`config.mk`:
```
export PLATFORM = sky130hd
export DESIGN_NAME = arbt_req_agent
export DESIGN_NICKNAME = d
export VERILOG_FILES = /design/src/rtl/arbt_req_agent.sv
export SDC_FILE = /design/constraint.sdc
export NUM_CORES = 1
export LEC_CHECK = 0
export ABC_AREA = 1
export BUFFER_PORTS_ARGS = -buffer_cell sky130_fd_sc_hd__buf_2
export CAP_MARGIN = 10
export CORE_ASPECT_RATIO = 0.8
export CORE_MARGIN = 2
export CORE_UTILIZATION = 50
export DETAILED_ROUTE_END_ITERATION = 10
export GPL_ROUTABILITY_DRIVEN = 0
export PLACE_DENSITY = 0.68
export SLEW_MARGIN = 20
export SYNTH_ARGS = -nofsm -noshare
export SYNTH_HDL_FRONTEND = slang
export SYNTH_SLANG_ARGS = --single-unit
export TNS_END_PERCENT = 1
```
`constraint.sdc`:
```
create_clock -name clk -period 2.3 [get_ports clk]
set_input_delay 0.23 -clock clk [delete_from_list [all_inputs] [get_ports clk]]
set_output_delay 0.23 -clock clk [all_outputs]
set_load 0.01 [all_outputs]
```
`src/rtl/arbt_req_agent.sv`:
```
// Requester-side agent for the 4-way fixed-priority arbiter: buffers local packets, requests, then streams on grant.
// Optional macro ARBT_REQ_TIMEOUT_EN adds a sticky req_timeout watchdog on the REQ wait.
module arbt_req_agent #(
  parameter int unsigned DW      = 8,
  parameter int unsigned DEPTH   = 8,
  parameter int unsigned TIMEOUT = 64
) (
  input  logic          clk,
  input  logic          rst_n,
  input  logic          cmd_valid,
  output logic          cmd_ready,
  input  logic [DW-1:0] cmd_data,
  input  logic          cmd_last,
  output logic          req,
  input  logic          gnt,
  output logic          bus_valid,
  output logic [DW-1:0] bus_data,
  output logic          bus_last,
  output logic          stray_gnt,
  output logic          req_timeout
);

  localparam int unsigned AW = $clog2(DEPTH);
  localparam int unsigned PW = AW + 1;

  localparam logic [1:0] S_IDLE = 2'd0;
  localparam logic [1:0] S_REQ  = 2'd1;
  localparam logic [1:0] S_XFER = 2'd2;
  localparam logic [1:0] S_GAP  = 2'd3;

  if (DEPTH < 2 || (DEPTH & (DEPTH - 1)) != 0 || TIMEOUT < 1) begin : g_param_check
    $error("arbt_req_agent: DEPTH must be a power of 2 >= 2 and TIMEOUT >= 1");
  end

  logic [DW:0]    r_mem [DEPTH];
  logic [PW-1:0]  r_wptr;
  logic [PW-1:0]  r_rptr;
  logic [PW-1:0]  r_pkt_cnt;
  logic [1:0]     r_state;
  logic           r_req;
  logic           r_bus_valid;
  logic [DW-1:0]  r_bus_data;
  logic           r_bus_last;
  logic           r_stray;
  logic           r_arm;

  logic           w_full;
  logic           w_push;
  logic           w_pop;
  logic [DW:0]    w_head;
  logic [1:0]     w_state_nxt;
  logic           w_req_nxt;
  logic           w_bus_valid_nxt;
  logic [DW-1:0]  w_bus_data_nxt;
  logic           w_bus_last_nxt;
  logic           w_stray_nxt;
  logic           w_arm_nxt;

  assign w_full    = (r_wptr[AW-1:0] == r_rptr[AW-1:0]) && (r_wptr[AW] != r_rptr[AW]);
  assign cmd_ready = !w_full;
  assign w_push    = cmd_valid && !w_full;
  assign w_head    = r_mem[r_rptr[AW-1:0]];

  // Storage has no reset; pointers alone define validity.
  always_ff @(posedge clk) begin
    if (w_push) r_mem[r_wptr[AW-1:0]] <= {cmd_last, cmd_data};
  end

  always_ff @(posedge clk or negedge rst_n) begin
    if (!rst_n) begin
      r_wptr    <= '0;
      r_rptr    <= '0;
      r_pkt_cnt <= '0;
    end else begin
      if (w_push) r_wptr <= r_wptr + PW'(1);
      if (w_pop)  r_rptr <= r_rptr + PW'(1);
      case ({w_push && cmd_last, w_pop && w_head[DW]})
        2'b10:   r_pkt_cnt <= r_pkt_cnt + PW'(1);
        2'b01:   r_pkt_cnt <= r_pkt_cnt - PW'(1);
        default: r_pkt_cnt <= r_pkt_cnt;
      endcase
    end
  end

  // XFER spends its first cycle arming (r_arm) so the first beat lands two edges after gnt.
  always_comb begin
    w_state_nxt     = r_state;
    w_req_nxt       = r_req;
    w_bus_valid_nxt = 1'b0;
    w_bus_data_nxt  = r_bus_data;
    w_bus_last_nxt  = 1'b0;
    w_stray_nxt     = 1'b0;
    w_arm_nxt       = 1'b0;
    w_pop           = 1'b0;
    case (r_state)
      S_IDLE: begin
        w_stray_nxt = gnt;
        w_req_nxt   = 1'b0;
        if (r_pkt_cnt != '0) begin
          w_state_nxt = S_REQ;
          w_req_nxt   = 1'b1;
        end
      end
      S_REQ: begin
        w_req_nxt = 1'b1;
        if (gnt) begin
          w_req_nxt   = 1'b0;
          w_state_nxt = S_XFER;
        end
      end
      S_XFER: begin
        w_stray_nxt = gnt;
        w_req_nxt   = 1'b0;
        w_arm_nxt   = 1'b1;
        if (r_arm) begin
          w_pop           = 1'b1;
          w_bus_valid_nxt = 1'b1;
          w_bus_data_nxt  = w_head[DW-1:0];
          w_bus_last_nxt  = w_head[DW];
          if (w_head[DW]) begin
            w_state_nxt = S_GAP;
            w_arm_nxt   = 1'b0;
          end
        end
      end
      S_GAP: begin
        w_stray_nxt = gnt;
        if (r_pkt_cnt != '0) begin
          w_state_nxt = S_REQ;
          w_req_nxt   = 1'b1;
        end else begin
          w_state_nxt = S_IDLE;
          w_req_nxt   = 1'b0;
        end
      end
      default: begin
        w_state_nxt = S_IDLE;
        w_req_nxt   = 1'b0;
      end
    endcase
  end

  always_ff @(posedge clk or negedge rst_n) begin
    if (!rst_n) begin
      r_state     <= S_IDLE;
      r_req       <= 1'b0;
      r_bus_valid <= 1'b0;
      r_bus_data  <= '0;
      r_bus_last  <= 1'b0;
      r_stray     <= 1'b0;
      r_arm       <= 1'b0;
    end else begin
      r_state     <= w_state_nxt;
      r_req       <= w_req_nxt;
      r_bus_valid <= w_bus_valid_nxt;
      r_bus_data  <= w_bus_data_nxt;
      r_bus_last  <= w_bus_last_nxt;
      r_stray     <= w_stray_nxt;
      r_arm       <= w_arm_nxt;
    end
  end

  assign req       = r_req;
  assign bus_valid = r_bus_valid;
  assign bus_data  = r_bus_data;
  assign bus_last  = r_bus_last;
  assign stray_gnt = r_stray;

`ifdef ARBT_REQ_TIMEOUT_EN
  localparam int unsigned TW = $clog2(TIMEOUT + 1);

  logic [TW-1:0] r_wait;
  logic          r_req_timeout;

  // Flag is raised on the same edge the wait count reaches TIMEOUT.
  always_ff @(posedge clk or negedge rst_n) begin
    if (!rst_n) begin
      r_wait        <= '0;
      r_req_timeout <= 1'b0;
    end else if (r_state != S_REQ) begin
      r_wait <= '0;
    end else if (!gnt) begin
      if (r_wait != TW'(TIMEOUT)) r_wait <= r_wait + TW'(1);
      if (r_wait == TW'(TIMEOUT - 1)) r_req_timeout <= 1'b1;
    end
  end

  assign req_timeout = r_req_timeout;
`else
  assign req_timeout = 1'b0;
`endif

endmodule

```
==> flow_summary.yaml, run 1 <==
run_status:
  outcome: "finished, final reports clean"
place:
  postPlaceCellArea_sq_um: 4514
  place_hpwl_microns: 5487
  post-place-ws_ns: 0.05787
  portBuffers: 25
timing:
  skew_ns: 0.007192
  setup_violations: 0
  timing.final.crit_share_pct: 94.01
  hold_viol: 0
  min_period_ns: 2.162
  final_max_slew_viol_count: 0
  clock.fmax_mhz: 462.5
  tightest_slew_ns: 0.6060
  slew_headroom_pct: 59.60
  timing.final.ws_setup_ns: 0.1377
logic_synthesis:
  syn_avg_cell_area_sq_um: 11.50
  synth_area_leaders: "edfxtp_1, dfrtp_1, nand2_1, nor2_1, o21ai_0"
  synth_common_cells: "edfxtp_1, nand2_1, nor2_1"
  synth.most_common_cell: "edfxtp_1"
  ys_types: 26
  async_flop_share_pct: 27.27
  syn-num-nets: 388
  synthesis.area_sq_um: 4188
  synth-seq-cells: 99
  ys_seq_area_share_pct: 67.76
  synth_top_area_cell: "edfxtp_1"
  ys_warn_count: 0
  ys.flop_type: "edfxtp_1"
  synth_edf_count: 72
  syn_inst: 364
  yosysTopAreaCellShare_pct: 51.63
grt:
  grt_max_degree: 33
  overflow: 0
  antenna_found_initial: 0
  grt_pass1_vias: 2606
  grt_first_pass_wirelength_microns: 13250
  grt_use_total_pct: 19.28
worst_setup_path:
  worstSetupPathType: "reg -> reg"
  end_kind: "register"
  r2r_slack_ns: 0.14
  cp-startpoint: "r_rptr[0]"
  cp.arrival_ns: 2.41
  r2r-end: "r_pkt_cnt[2]"
  startpoint_type: "register"
  r2r-start: "r_rptr[0]"
  crit_path_end: "r_pkt_cnt[2]"
  reg2reg_depth: 16
  cp_max_fo: 6
  critPathRequiredTime_ns: 2.55
drt:
  vias: 2737
  dr.pass1.iters: 5
  routed_wl_microns: 8216
  wl_per_cell_microns: 15.77
  drc: 0
  drtIter0Drc: 176
  routed_via_density: 5.253
  antenna_left: 0
floorplanning:
  start_util_pct: 52.22
  die_h_microns: 85.86
  fp-row-count: 29
  core_sq_um: 8019
  io_pins: 27
  die-width_microns: 106.3
  dieArea_sq_um: 9128
final_layout:
  syn_to_final_growth_pct: 13.24
  seqCellArea_sq_um: 2839
  drive_gt1_share_pct: 17.19
  multiInputGateArea_sq_um: 1179
  fillCellCount: 648
  diodes: 0
  finalInstanceArea_sq_um: 4742
  fin_nets: 432
job:
  drv_cap: 0
clocking:
  cts_made_buffers: 9
  h-tree-depth: 3
  cts_tree: "yes"
  clk_pin_slew_worst_paths_ns: 0.09
  clkSinkCount: 99
  clock_latency_ns: 0.36
  cts_root_buf: "clkbuf_8"
  clk_path_buf_depth: 2
power:
  leakage_nw: 1.942
  max-vdd-ir-drop_v: 0.0005340
  cellPowerDensity_nw_per_um2: 1177
hold_path:
  min_path_type: "in -> reg"
-- power breakdown --
group          internal, W  switching, W  leakage [nW]  total [W]
sequential         0.00232      0.000245         0.992    0.00256
clock             0.000457      0.000593        0.0982    0.00105
combinational     0.000734       0.00123         0.852    0.00197
total              0.00351       0.00207          1.94    0.00558
-- per-stage QoR --
stage / hold slack, ns / cells / utilization (%) / setup TNS (ns) / total power, W
2_1_floorplan: -0.06559 / 364 / - / 0 / 0.003905
6_report: 0.1081 / 521 / 59.14 / 0 / 0.005581
4_1_cts: 0.09963 / 519 / 58.73 / 0 / 0.005567
5_1_grt: 0.1061 / 521 / 59.14 / -0.003300 / 0.005959
3_5_place_dp: 0.2813 / 502 / 56.30 / 0 / 0.004521
3_3_place_gp: 0.2708 / 502 / 56.30 / 0 / 0.004466
-- metal layers --
metal | part of all wire [%] | up-vias | wire [microns] | GRT usage [%]
li1 | - | 1341 | - | -
met1 | 46 | 1299 | 3806 | 26.69
met2 | 46 | 86 | 3739 | 30.24
met3 | 6.8 | 11 | 557 | 5.015
met4 | 1.4 | 0 | 113 | 5.981
met5 | 0 | - | 0 | 0
-- sequential cells by signal (all words and copies together), names as in the netlist --
| signal | count |
|---|---|
| bus_data | 8 |
| bus_last | 1 |
| bus_valid | 1 |
| r_arm | 1 |
| r_mem | 72 |
| r_pkt_cnt | 4 |
| r_rptr | 4 |
| r_state | 2 |
| r_wptr | 4 |
| req | 1 |
| stray_gnt | 1 |
-- layout by cell type, fill, tap and decap left out, types with 2 or more instances in the layout --
master / Yosys / routed
o21ai_0: 37 / 36
nor2_1: 54 / 53
inv_4: 1 / 3
clkbuf_8: 0 / 11
o221ai_1: 8 / 8
xor2_1: 4 / 4
o21ai_1: 1 / 2
nand2_1: 63 / 62
buf_4: 2 / 22
ha_1: 11 / 10
edfxtp_1: 72 / 72
o211ai_1: 8 / 8
xnor2_1: 7 / 7
nand2_2: 1 / 2
buf_2: 10 / 25
nand4_1: 3 / 3
nand3_1: 19 / 19
inv_1: 26 / 26
dfrtp_1: 27 / 26
-- what timing repair did --
action                                  4_1_cts  5_1_grt
resized for setup                             0        9
endpoints found under the hold margin        27        0
buffers inserted                              0        2
hold buffers                                  1        0
endpoints found under the setup margin        0        3
-- layout make-up --
cell class | instances | area share [%]
Sequential cell | 99 | 59.87
Multi-Input combinational cell | 223 | 24.85
Timing Repair Buffer | 48 | 6.332
Clock buffer | 11 | 3.193
Tap cell | 108 | 2.850
Inverter | 27 | 2.190
Clock inverter | 5 | 0.7124
-- worst max-delay path, cell delays in order (launching register included) --
cell and delay (ns):
dfrtp_2 0.47, buf_4 0.17, nand2_1 0.06, nand3_1 0.06, nand2_1 0.07, nand2_1 0.06
nand2_1 0.07, nand2_2 0.08, nor2_4 0.12, ha_2 0.20, nand2_1 0.07, inv_1 0.06
nor2_1 0.04, ha_1 0.19, a21oi_2 0.12, xnor2_1 0.12, o21ai_0 0.08
-- how the worst min path moves through the flow --
| stage | cells after the start | slack, ns | startpoint | end |
|---|---|---|---|---|
| after detailed placement | 1 | 0.28 | rst_n | bus_data[5] |
| after global placement | 1 | 0.27 | rst_n | bus_data[5] |
| final | 3 | 0.11 | gnt | stray_gnt |
| after global routing | 3 | 0.11 | gnt | stray_gnt |
| after CTS | 3 | 0.1 | gnt | stray_gnt |
| after floorplan | 0 | -0.07 | rst_n | bus_data[0] |
-- logic make-up (layout without fill, tap and decap cells) --
family,count (synthesis),after routing,share of synthesized area [%]
AO/OA/AOI/OAI,58,58,8.217
AND/OR/NAND/NOR,142,142,13.86
adder cells (fa/ha/maj),11,11,3.286
other,1,1,0.08955
buffers and inverters,42,91,4.482
XOR/XNOR,11,11,2.301
flip-flops,99,99,67.76
(Power assumes the default switching activity.)
==> run 2: changes to the inputs <==
CORE_UTILIZATION = 45   (was 50)
PLACE_DENSITY = default   (was 0.68)
==> flow_summary.yaml, run 2 (synthesis gave the netlist of run 1 again) <==
grt:
  grt_first_pass_wirelength_microns: 13720
  grt_pass1_vias: 2613
  grt_use_total_pct: 18.11
  overflow: 0
  grt_max_degree: 31
  antenna_found_initial: 0
drt:
  antenna_left: 0
  vias: 2736
  routed_wl_microns: 8568
  drtIter0Drc: 265
  drc: 0
  wl_per_cell_microns: 16.17
  dr.pass1.iters: 4
  routed_via_density: 5.162
clocking:
  cts_made_buffers: 9
  clock_latency_ns: 0.35
  clk_pin_slew_worst_paths_ns: 0.07
  cts_tree: "yes"
  h-tree-depth: 3
  clk_path_buf_depth: 2
  cts_root_buf: "clkbuf_16"
  clkSinkCount: 99
place:
  place_inst: 511
  portBuffers: 25
  place_hpwl_microns: 5692
final_layout:
  fillCellCount: 739
  fin_nets: 434
  diodes: 0
  drive_gt1_share_pct: 18.07
  largest_register_ffs: 72
  mostFrequentLayoutCell: "edfxtp_1"
  layout_common_cells: "edfxtp_1, nand2_1, nor2_1"
  final-instance-count-excl-fill: 530
  syn_to_final_growth_pct: 17.96
timing:
  setup_violations: 0
  slew_headroom_pct: 58.92
  min_period_ns: 2.185
  skew_ns: 0.007800
  final_max_slew_viol_count: 0
  clock.fmax_mhz: 457.6
  timing.final.crit_share_pct: 95.01
  tightest_slew_ns: 0.6162
  tns_ns: 0
  hold_viol: 0
worst_setup_path:
  worst-path-buf-inv: 3
  cp_cell_sequence: "buf_2 > xnor2_2 > nand4_2 > nand2_2 > inv_1 > nand2_2 > ha_4 > nand2_1 > inv_1 > nor2_1 > ha_1 > a21oi_1 > xnor2_1 > o21ai_0"
  worstSetupPathType: "reg -> reg"
  cp_max_fo: 6
  critPathRequiredTime_ns: 2.53
  end_kind: "register"
  r2r-end: "r_pkt_cnt[2]"
  startpoint_type: "register"
  r2r-start: "r_rptr[0]"
  reg2reg_depth: 14
  critPathMaxStageDelay_ns: 0.45
  crit_family: "simple AND/OR/NAND/NOR gates"
  critical_path.slowest_cell: "dfrtp_2"
  r2r_slack_ns: 0.11
  cp.arrival_ns: 2.41
floorplanning:
  dieArea_sq_um: 10100
  start_util_pct: 46.34
  die_h_microns: 90.29
  core_sq_um: 9037
  die-width_microns: 111.9
  io_pins: 27
  fp-row-count: 31
hold_path:
  min_from: "gnt"
  hold_end: "stray_gnt"
  min_path_type: "in -> reg"
  hold_depth: 3
power:
  max-vdd-ir-drop_v: 0.0007201
  cellPowerDensity_nw_per_um2: 1277
  leakage_nw: 2.022
run_status:
  outcome: "finished, final reports clean"
job:
  drv_cap: 0
-- run 2: how the worst max path moves through the flow --
stage	from	to	cells after the start
after floorplan	r_rptr[1]	r_pkt_cnt[2]	14
after global placement	r_rptr[0]	r_pkt_cnt[2]	16
after detailed placement	r_rptr[0]	r_pkt_cnt[2]	16
after CTS	r_rptr[0]	r_pkt_cnt[2]	16
after global routing	r_rptr[0]	r_pkt_cnt[2]	14
final	r_rptr[0]	r_pkt_cnt[2]	14
-- run 2: area by class of cell --
class / instances / area (sq um) / share of cell area [%]
clock buffers: 9 / 225.2 / 4.559
clock inverters: 7 / 122.6 / 2.482
inverters: 27 / 103.9 / 2.102
multi-input cells: 223 / 1192 / 24.14
flip-flops and latches: 99 / 2839 / 57.47
well taps: 115 / 143.9 / 2.913
repair buffers: 50 / 312.8 / 6.332
-- run 2: power by group --
part	total (W)	leakage [nW]	internal, W	switching [W]
clock network	0.00173	0.163	0.00107	0.000664
logic	0.00202	0.867	0.000757	0.00126
registers	0.00256	0.992	0.00232	0.000237
total	0.00631	2.02	0.00415	0.00216
-- run 2: per-layer routing --
| layer | GRT usage [%] | vias to the layer above | wire length [microns] | share of wire, % |
|---|---|---|---|---|
| li1 | - | 1345 | - | - |
| met2 | 27.17 | 78 | 3839 | 45 |
| met3 | 5.570 | 9 | 575 | 6.7 |
| met5 | 0 | - | 0 | 0 |
| met4 | 6.687 | 0 | 125 | 1.5 |
| met1 | 25.03 | 1304 | 4028 | 47 |
-- run 2: stage by stage --
stage	total power (W)	util [%]	cell area (sq um)	worst slack (ns)	hold slack, ns
5_1_grt	0.006720	54.66	4940	-0.05041	0.1601
3_3_place_gp	0.004512	50.21	4538	0.1420	0.2749
3_5_place_dp	0.004554	50.21	4538	0.04862	0.2890
4_1_cts	0.006301	54.17	4896	0.04767	0.1297
6_report	0.006308	54.66	4940	0.1148	0.1371
2_1_floorplan	0.003905	-	4188	0.2162	-0.06559
-- run 2: repair_timing --
action,in CTS,in global routing
gates resized for setup,0,10
setup buffers,0,2
hold endpoints to repair,27,0
setup endpoints to repair,0,3
hold buffers,1,0
-- run 2: worst min-delay path, cell delays in order --
cell and delay (ns):
buf_2 0.08, inv_1 0.05, nor2_1 0.09
